`config.mk`:
```
export PLATFORM = sky130hd
export DESIGN_NAME = bcd_serial_addsub
export DESIGN_NICKNAME = d
export VERILOG_FILES = /design/src/rtl/bcd_serial_addsub.sv
export SDC_FILE = /design/constraint.sdc
export NUM_CORES = 1
export LEC_CHECK = 0
export ABC_AREA = 1
export BUFFER_PORTS_ARGS = -buffer_cell sky130_fd_sc_hd__buf_2
export CAP_MARGIN = 15
export CORE_AREA = 3 3 114 116
export DETAILED_ROUTE_END_ITERATION = 16
export DIE_AREA = 0 0 117 119
export GPL_ROUTABILITY_DRIVEN = 0
export PLACE_DENSITY_LB_ADDON = 0.12
export SYNTH_ARGS = -nofsm -noshare
export SYNTH_HDL_FRONTEND = slang
export SYNTH_SLANG_ARGS = --single-unit
```
`constraint.sdc`:
```
create_clock -name CLK -period 2.2 [get_ports CLK]
set_input_delay 0.22 -clock CLK [delete_from_list [all_inputs] [get_ports CLK]]
set_output_delay 0.22 -clock CLK [all_outputs]
set_load 0.02 [all_outputs]
```
`src/rtl/bcd_serial_addsub.sv`:
```
// Digit-serial packed-BCD adder/subtractor: one decimal digit per clock, LSD first,
// ten's-complement subtract, invalid-digit flag, start/busy/done handshake.
module bcd_serial_addsub #(
  parameter int N_DIGITS = 4
) (
  input  logic                  CLK,
  input  logic                  RST,
  input  logic                  START,
  input  logic                  SUB,
  input  logic [4*N_DIGITS-1:0] A,
  input  logic [4*N_DIGITS-1:0] B,
  output logic [4*N_DIGITS-1:0] S,
  output logic                  COUT,
  output logic                  ERR,
  output logic                  BUSY,
  output logic                  DONE
);

  localparam int W  = 4 * N_DIGITS;
  localparam int CW = (N_DIGITS > 1) ? $clog2(N_DIGITS) : 1;

  typedef enum logic [1:0] {
    ST_IDLE = 2'd0,
    ST_RUN  = 2'd1,
    ST_DONE = 2'd2
  } state_t;

  // One BCD digit step; returns {carry_out, digit}. Subtract uses nine's complement of b.
  function automatic logic [4:0] bcd_digit_step(input logic [3:0] a, input logic [3:0] b,
                                                input logic sub, input logic c);
    logic [3:0] bp;
    logic [4:0] t;
    logic [4:0] adj;
    logic [4:0] r;
    bp  = sub ? (4'd9 - b) : b;
    t   = {1'b0, a} + {1'b0, bp} + {4'd0, c};
    adj = t + 5'd6;
    if (t > 5'd9) begin
      r = {1'b1, adj[3:0]};
    end else begin
      r = {1'b0, t[3:0]};
    end
    return r;
  endfunction

  function automatic logic has_bad_digit(input logic [W-1:0] v);
    logic bad;
    bad = 1'b0;
    for (int i = 0; i < N_DIGITS; i++) begin
      if (v[4*i +: 4] > 4'd9) begin
        bad = 1'b1;
      end else begin
        bad = bad;
      end
    end
    return bad;
  endfunction

  state_t        state_r;
  state_t        state_nxt_s;
  logic [W-1:0]  a_r;
  logic [W-1:0]  b_r;
  logic          sub_r;
  logic          carry_r;
  logic [CW-1:0] cnt_r;
  logic [4:0]    dig_s;
  logic          last_s;
  logic [W-1:0]  s_nxt_s;

  // Operands shift right each digit so the current digit is always in the low nibble.
  assign dig_s  = bcd_digit_step(a_r[3:0], b_r[3:0], sub_r, carry_r);
  assign last_s = (cnt_r == CW'(N_DIGITS - 1));

  // State register.
  always_ff @(posedge CLK or posedge RST) begin
    if (RST) begin
      state_r <= ST_IDLE;
    end else begin
      state_r <= state_nxt_s;
    end
  end

  // Next-state logic.
  always_comb begin
    state_nxt_s = state_r;
    case (state_r)
      ST_IDLE: begin
        if (START) begin
          state_nxt_s = ST_RUN;
        end else begin
          state_nxt_s = ST_IDLE;
        end
      end
      ST_RUN: begin
        if (last_s) begin
          state_nxt_s = ST_DONE;
        end else begin
          state_nxt_s = ST_RUN;
        end
      end
      ST_DONE: state_nxt_s = ST_IDLE;
      default: state_nxt_s = ST_IDLE;
    endcase
  end

  // Result with digit cnt_r replaced by the freshly computed digit.
  always_comb begin
    s_nxt_s = S;
    for (int i = 0; i < N_DIGITS; i++) begin
      if (cnt_r == CW'(i)) begin
        s_nxt_s[4*i +: 4] = dig_s[3:0];
      end else begin
        s_nxt_s[4*i +: 4] = S[4*i +: 4];
      end
    end
  end

  // Datapath and registered handshake outputs.
  always_ff @(posedge CLK or posedge RST) begin
    if (RST) begin
      a_r     <= {W{1'b0}};
      b_r     <= {W{1'b0}};
      sub_r   <= 1'b0;
      carry_r <= 1'b0;
      cnt_r   <= {CW{1'b0}};
      S       <= {W{1'b0}};
      COUT    <= 1'b0;
      ERR     <= 1'b0;
      BUSY    <= 1'b0;
      DONE    <= 1'b0;
    end else begin
      BUSY <= (state_nxt_s == ST_RUN);
      DONE <= (state_nxt_s == ST_DONE);
      case (state_r)
        ST_IDLE: begin
          if (START) begin
            a_r     <= A;
            b_r     <= B;
            sub_r   <= SUB;
            carry_r <= SUB;
            cnt_r   <= {CW{1'b0}};
            S       <= {W{1'b0}};
            ERR     <= has_bad_digit(A) | has_bad_digit(B);
          end
        end
        ST_RUN: begin
          a_r     <= a_r >> 3'd4;
          b_r     <= b_r >> 3'd4;
          carry_r <= dig_s[4];
          S       <= s_nxt_s;
          if (last_s) begin
            cnt_r <= {CW{1'b0}};
            COUT  <= dig_s[4];
          end else begin
            cnt_r <= cnt_r + CW'(1);
          end
        end
        ST_DONE: begin
          cnt_r <= {CW{1'b0}};
        end
        default: begin
          cnt_r <= {CW{1'b0}};
        end
      endcase
    end
  end

endmodule

```
After elaboration in Yosys (flattened, before gate mapping) --
Index checks and enable logic that the tools add are counted.
Storage, ports and cells: memory bits (writable) 0, bits in latches 0, ROM bits 0, output and inout bits 20, memories 0, bits of input ports 36, flip-flop bits (word level) 58, word-level logic and storage cells 82
Operators by class: divide/modulo/power cells 0, eq/ne operators 11, order comparisons 9, add/sub/neg operators 5, multiplexer cells 32, shift-type cells 0, $mul 0, reduce and logical (&&, ||, !) cells 10, bitwise gates (word level) 1
Operator list (count):
- $pmux W16 S2 | 3
- $mux W16 | 3
- $gt A4 B4 Y1 const B | 8
- $mux W4 | 5
- $mux W1 | 14
- $reduce_and A3 Y1 | 4
- $ne A2 B2 Y1 const B | 5
- $pmux W2 S2 | 2
- $eq A2 B1 Y1 const B | 3
- $eq A2 B2 Y1 const B | 3
- $mux W2 | 3
- $reduce_and A2 Y1 | 3
- $add A4 B4 Y5 | 1
- $add A5 B1 Y5 | 1
- $gt A5 B4 Y1 const B | 1
- $mux W5 | 1
- $add A4 B3 Y4 const B | 1
- $logic_not A2 Y1 | 2
- $sub A4 B4 Y4 const A | 1
- $add A2 B1 Y2 const B | 1
- $pmux W1 S2 | 1
- $reduce_bool A2 Y1 | 1
- $or A1 B1 Y1 | 1

Depth between registers and ports, before layout --
word-level depth 8, mapped depth 16, gate-level depth less buffers 16

Worst setup path before layout --
No wires, ideal clock.
kind reg2reg, from register sub_r, to register COUT, setup slack -188 ps, data arrival time 2264 ps, data required time 2075 ps, setup time 125 ps, stages on the path, launching flop included 12, path through dfrtp_1 > xnor2_1 > fa_1 > inv_1 > fa_1 > inv_1 > ha_1 > nand2_1 > a21boi_1 > nand2_1 > nand2_2 > mux2_2
On the way: word-level cells in the longest chain between the ends 5
RTL lines:
- from (decl) | line 63 | logic sub_r;
- from (signal assigned) | line 123 | sub_r <= 1'b0;
- from (signal assigned) | line 139 | sub_r <= SUB;
- $mux W4 | line 35 | bp = sub ? (4'd9 - b) : b;
- $add A4 B4 Y5 | line 36 | t = {1'b0, a} + {1'b0, bp} + {4'd0, c};
- $add A5 B1 Y5 | line 36
- $gt A5 B4 Y1 | line 38 | if (t > 5'd9) begin
- $mux W5 | line 38
- to (signal assigned) | line 153 | COUT <= dig_s[4];
- to (decl) | line 13 | output logic COUT,
Every way passes these cells. A chain may end at the register's enable or synchronous reset.

Final worst setup path --
from register b_r[0], to register COUT
On the way: word-level cells in the longest chain between the ends 6
RTL lines:
- from (decl) | line 62 | logic [W-1:0] b_r;
- from (signal assigned) | line 122 | b_r <= {W{1'b0}};
- from (signal assigned) | line 148 | b_r <= b_r >> 3'd4;
- $sub A4 B4 Y4 | line 35
- $mux W4 (*) | line 35
- $add A4 B4 Y5 (*) | line 36
- $add A5 B1 Y5 (*) | line 36
- $gt A5 B4 Y1 (*) | line 38
- $mux W5 (*) | line 38
Mark *: on every way between the ends. The rest lies on a longest branch, timed or not.

==> insert_results.sql <==
INSERT INTO impl_metrics (metric_group, metric, value, unit) VALUES
('timing', 'timing_worst_slew_pin_value', '0.465', 'ns'),
('clocking', 'clk_transition_reported_paths', '0.05', 'ns'),
('detailed_routing', 'route.detailed.wl_per_inst', '13.4', 'microns'),
('clocking', 'tritoncts', 'yes', ''),
('timing', 'setup_viol', '14', ''),
('setup_path', 'critical_path.startpoint_type', 'flip-flop', ''),
('global_route', 'grt_pass1_wl', '12.9', 'mm'),
('clocking', 'worstSkewPairLatency', '0.32', 'ns'),
('layout', 'synth_to_final_area_change', '33.7', '%'),
('detailed_routing', 'route.final.wire_length', '7.69', 'mm'),
('logic_synthesis', 'syn-mean-instance-area', '8.57', 'sq um'),
('detailed_routing', 'vias', '2533', ''),
('logic_synthesis', 'synth.distinct_cells', '29', ''),
('clocking', 'ctsHtreeMaxLevel', '3', ''),
('logic_synthesis', 'synth_edf_count', '0', ''),
('logic_synthesis', 'share_of_synthesized_registers_carrying_an_async_set_or_reset', '1.00', ''),
('timing', 'setup_tns', '-2.62', 'ns'),
('clocking', 'clock_tree.root_cell', 'clkbuf_16', ''),
('timing', 'fin_crit_sh', '1.11', ''),
('setup_path', 'setup.worst_path.end_class', 'flip-flop', ''),
('logic_synthesis', 'postSynthRegisterBits', '58', ''),
('timing', 'max_freq', '411', 'MHz'),
('detailed_routing', 'first_pass_iters', '4', ''),
('die', 'num_rows', '40', ''),
('timing', 'max-slew-margin-rel', '0.690', ''),
('timing', 'fin_worst_skew', '0.00590', 'ns'),
('timing', 'setup_slack', '-0.236', 'ns'),
('logic_synthesis', 'synth.cell_area', '2980', 'sq um'),
('setup_path', 'critical_path.max_fanout', '5', ''),
('clocking', 'cts.path.max_buffers', '2', ''),
('die', 'starting_density_of_the_core', '0.248', ''),
('logic_synthesis', 'netlist_instances', '347', ''),
('logic_synthesis', 'yosysWarningCount', '0', ''),
('logic_synthesis', 'yosysMostFrequentCell', 'nand2_1', ''),
('global_route', 'grt_max_degree', '59', ''),
('timing', 'grt_setup_unrepaired', 'yes', ''),
('layout', 'area_of_combinational_cells_with_multiple_inputs', '1360', 'sq um'),
('job', 'drv.max_cap_violation_count', '0', ''),
('die', 'io_pins', '56', ''),
('outcome', 'outcome', 'finished with violations', ''),
('timing', 'final_period_minus_worst_setup_slack', '2.44', 'ns'),
('logic_synthesis', 'synth_largest_area_cell', 'dfrtp_1', ''),
('die', 'full_die_area', '13900', 'sq um'),
('logic_synthesis', 'yosysSeqAreaShare', '0.488', ''),
('layout', 'final.fill_count', '1291', ''),
('logic_synthesis', 'synthAdderAreaFrac', '0.0513', ''),
('logic_synthesis', 'post_synth_most_frequent_cells', 'nand2_1, dfrtp_1, inv_1', ''),
('global_route', 'grt_usage', '0.120', ''),
('die', 'core_region_area', '12000', 'sq um'),
('logic_synthesis', 'synth-simple-area-share', '0.195', ''),
('logic_synthesis', 'dominant_combinational_cell_family_by_area_after_synthesis', 'simple AND/OR/NAND/NOR gates', ''),
('detailed_routing', 'first_iter_violations', '61', ''),
('detailed_routing', 'postRouteAntennaNets', '0', ''),
('layout', 'antennaDiodeCount', '0', ''),
('setup_path', 'worst-endpoint-arrival', '2.64', 'ns'),
('logic_synthesis', 'yosys.area_share.xor_xnor', '0.00589', ''),
('global_route', 'globalRoute.totalOverflow', '0', ''),
('layout', 'fin_cells', '572', ''),
('layout', 'sequential_cell_area', '1450', 'sq um'),
('logic_synthesis', 'synth-compound-area-share', '0.161', ''),
('timing', 'number_of_hold_violations_in_the_final_report', '0', ''),
('placed_design', 'hpwlAfterDp', '5.36', 'mm'),
('global_route', 'grt_pass1_vias', '2619', ''),
('outcome', 'violations', 'negative setup slack', ''),
('layout', 'final_nets', '468', ''),
('clocking', 'cts-buffers-inserted', '9', ''),
('timing', 'timing.final.max_slew_violations', '0', ''),
('die', 'die-width', '117', 'microns'),
('logic_synthesis', 'post_synth_main_area_contributors', 'dfrtp_1, nand2_1, o21ai_0', ''),
('placed_design', 'placed_cell_area', '3470', 'sq um'),
('logic_synthesis', 'synthFlopType', 'dfrtp_1', '');
## sequential cells by signal (all words and copies together) (netlist names)
signal,flops
BUSY,1
COUT,1
DONE,1
ERR,1
S,16
a_r,16
b_r,16
carry_r,1
cnt_r,2
state_r,2
sub_r,1
## final cells by class
cell class	instances	share of cell area
inverters	54	0.0509
multi-input cells	221	0.343
flip-flops and latches	58	0.365
well taps	147	0.0462
clock buffers	13	0.0679
repair buffers	77	0.119
clock inverters	2	0.00881
## worst max-delay path, stage by stage (launching register included)
cell      delay [ns]
dfrtp_1         0.41
xnor2_2         0.15
fa_2            0.34
inv_2           0.07
fa_2            0.44
inv_2           0.09
ha_4            0.14
nand2_2         0.04
a21boi_2        0.15
nand2_2         0.11
nand2_4         0.10
mux2_4          0.27
## stage by stage
stage / utilization / worst slack [ns]
CTS: 0.326 / -0.214
finish: 0.331 / -0.236
detailed placement: 0.289 / -0.341
global placement: 0.289 / -0.260
floorplan: - / -0.152
global route: 0.331 / -0.293
## cells in the final DEF (no fill, tap or decap), types with 10 or more instances in the layout
cell type,instances
inv_1,43
nand2_1,85
buf_4,18
buf_2,55
inv_2,11
o21ai_0,38
o211ai_1,24
dfrtp_1,58
nand3_1,10
## final timing paths
kind / start / to / slack, ns / cells past startpoint
max: b_r[0] / COUT / -0.24 / 11
min: B[12] / b_r[12] / 0.11 / 3
max reg2reg: b_r[0] / COUT / -0.24 / 11
min reg2reg: S[12] / S[12] / 0.47 / 2
max in group asynchronous: RST / S[0] / 1.42 / 4
min in group asynchronous: RST / DONE / 0.50 / 4
## kinds of logic after synthesis
group	Yosys count
mux	1
buf+inv	68
simple gates	130
compound gates	77
flops	58
fa+ha+maj	11
xor+xnor	2
## timing repair
action,4_1_cts,5_1_grt
pin swaps,9,10
buffers inserted,7,3
hold endpoints to repair,58,0
gates resized for setup,20,12
endpoints found under the setup margin,14,14
hold buffers,1,0
cloned,0,0
## routing by layer
layer  vias up  global-route usage  share of wire
li1       1282                   -              -
met1      1175               0.155           0.46
met2        62               0.188           0.46
met3        14              0.0376          0.049
met4         0              0.0394          0.022
met5         -                   0              0
Power is not shown: default switching activity piles up to over one toggle a cycle in this logic, so the estimate is an artifact.
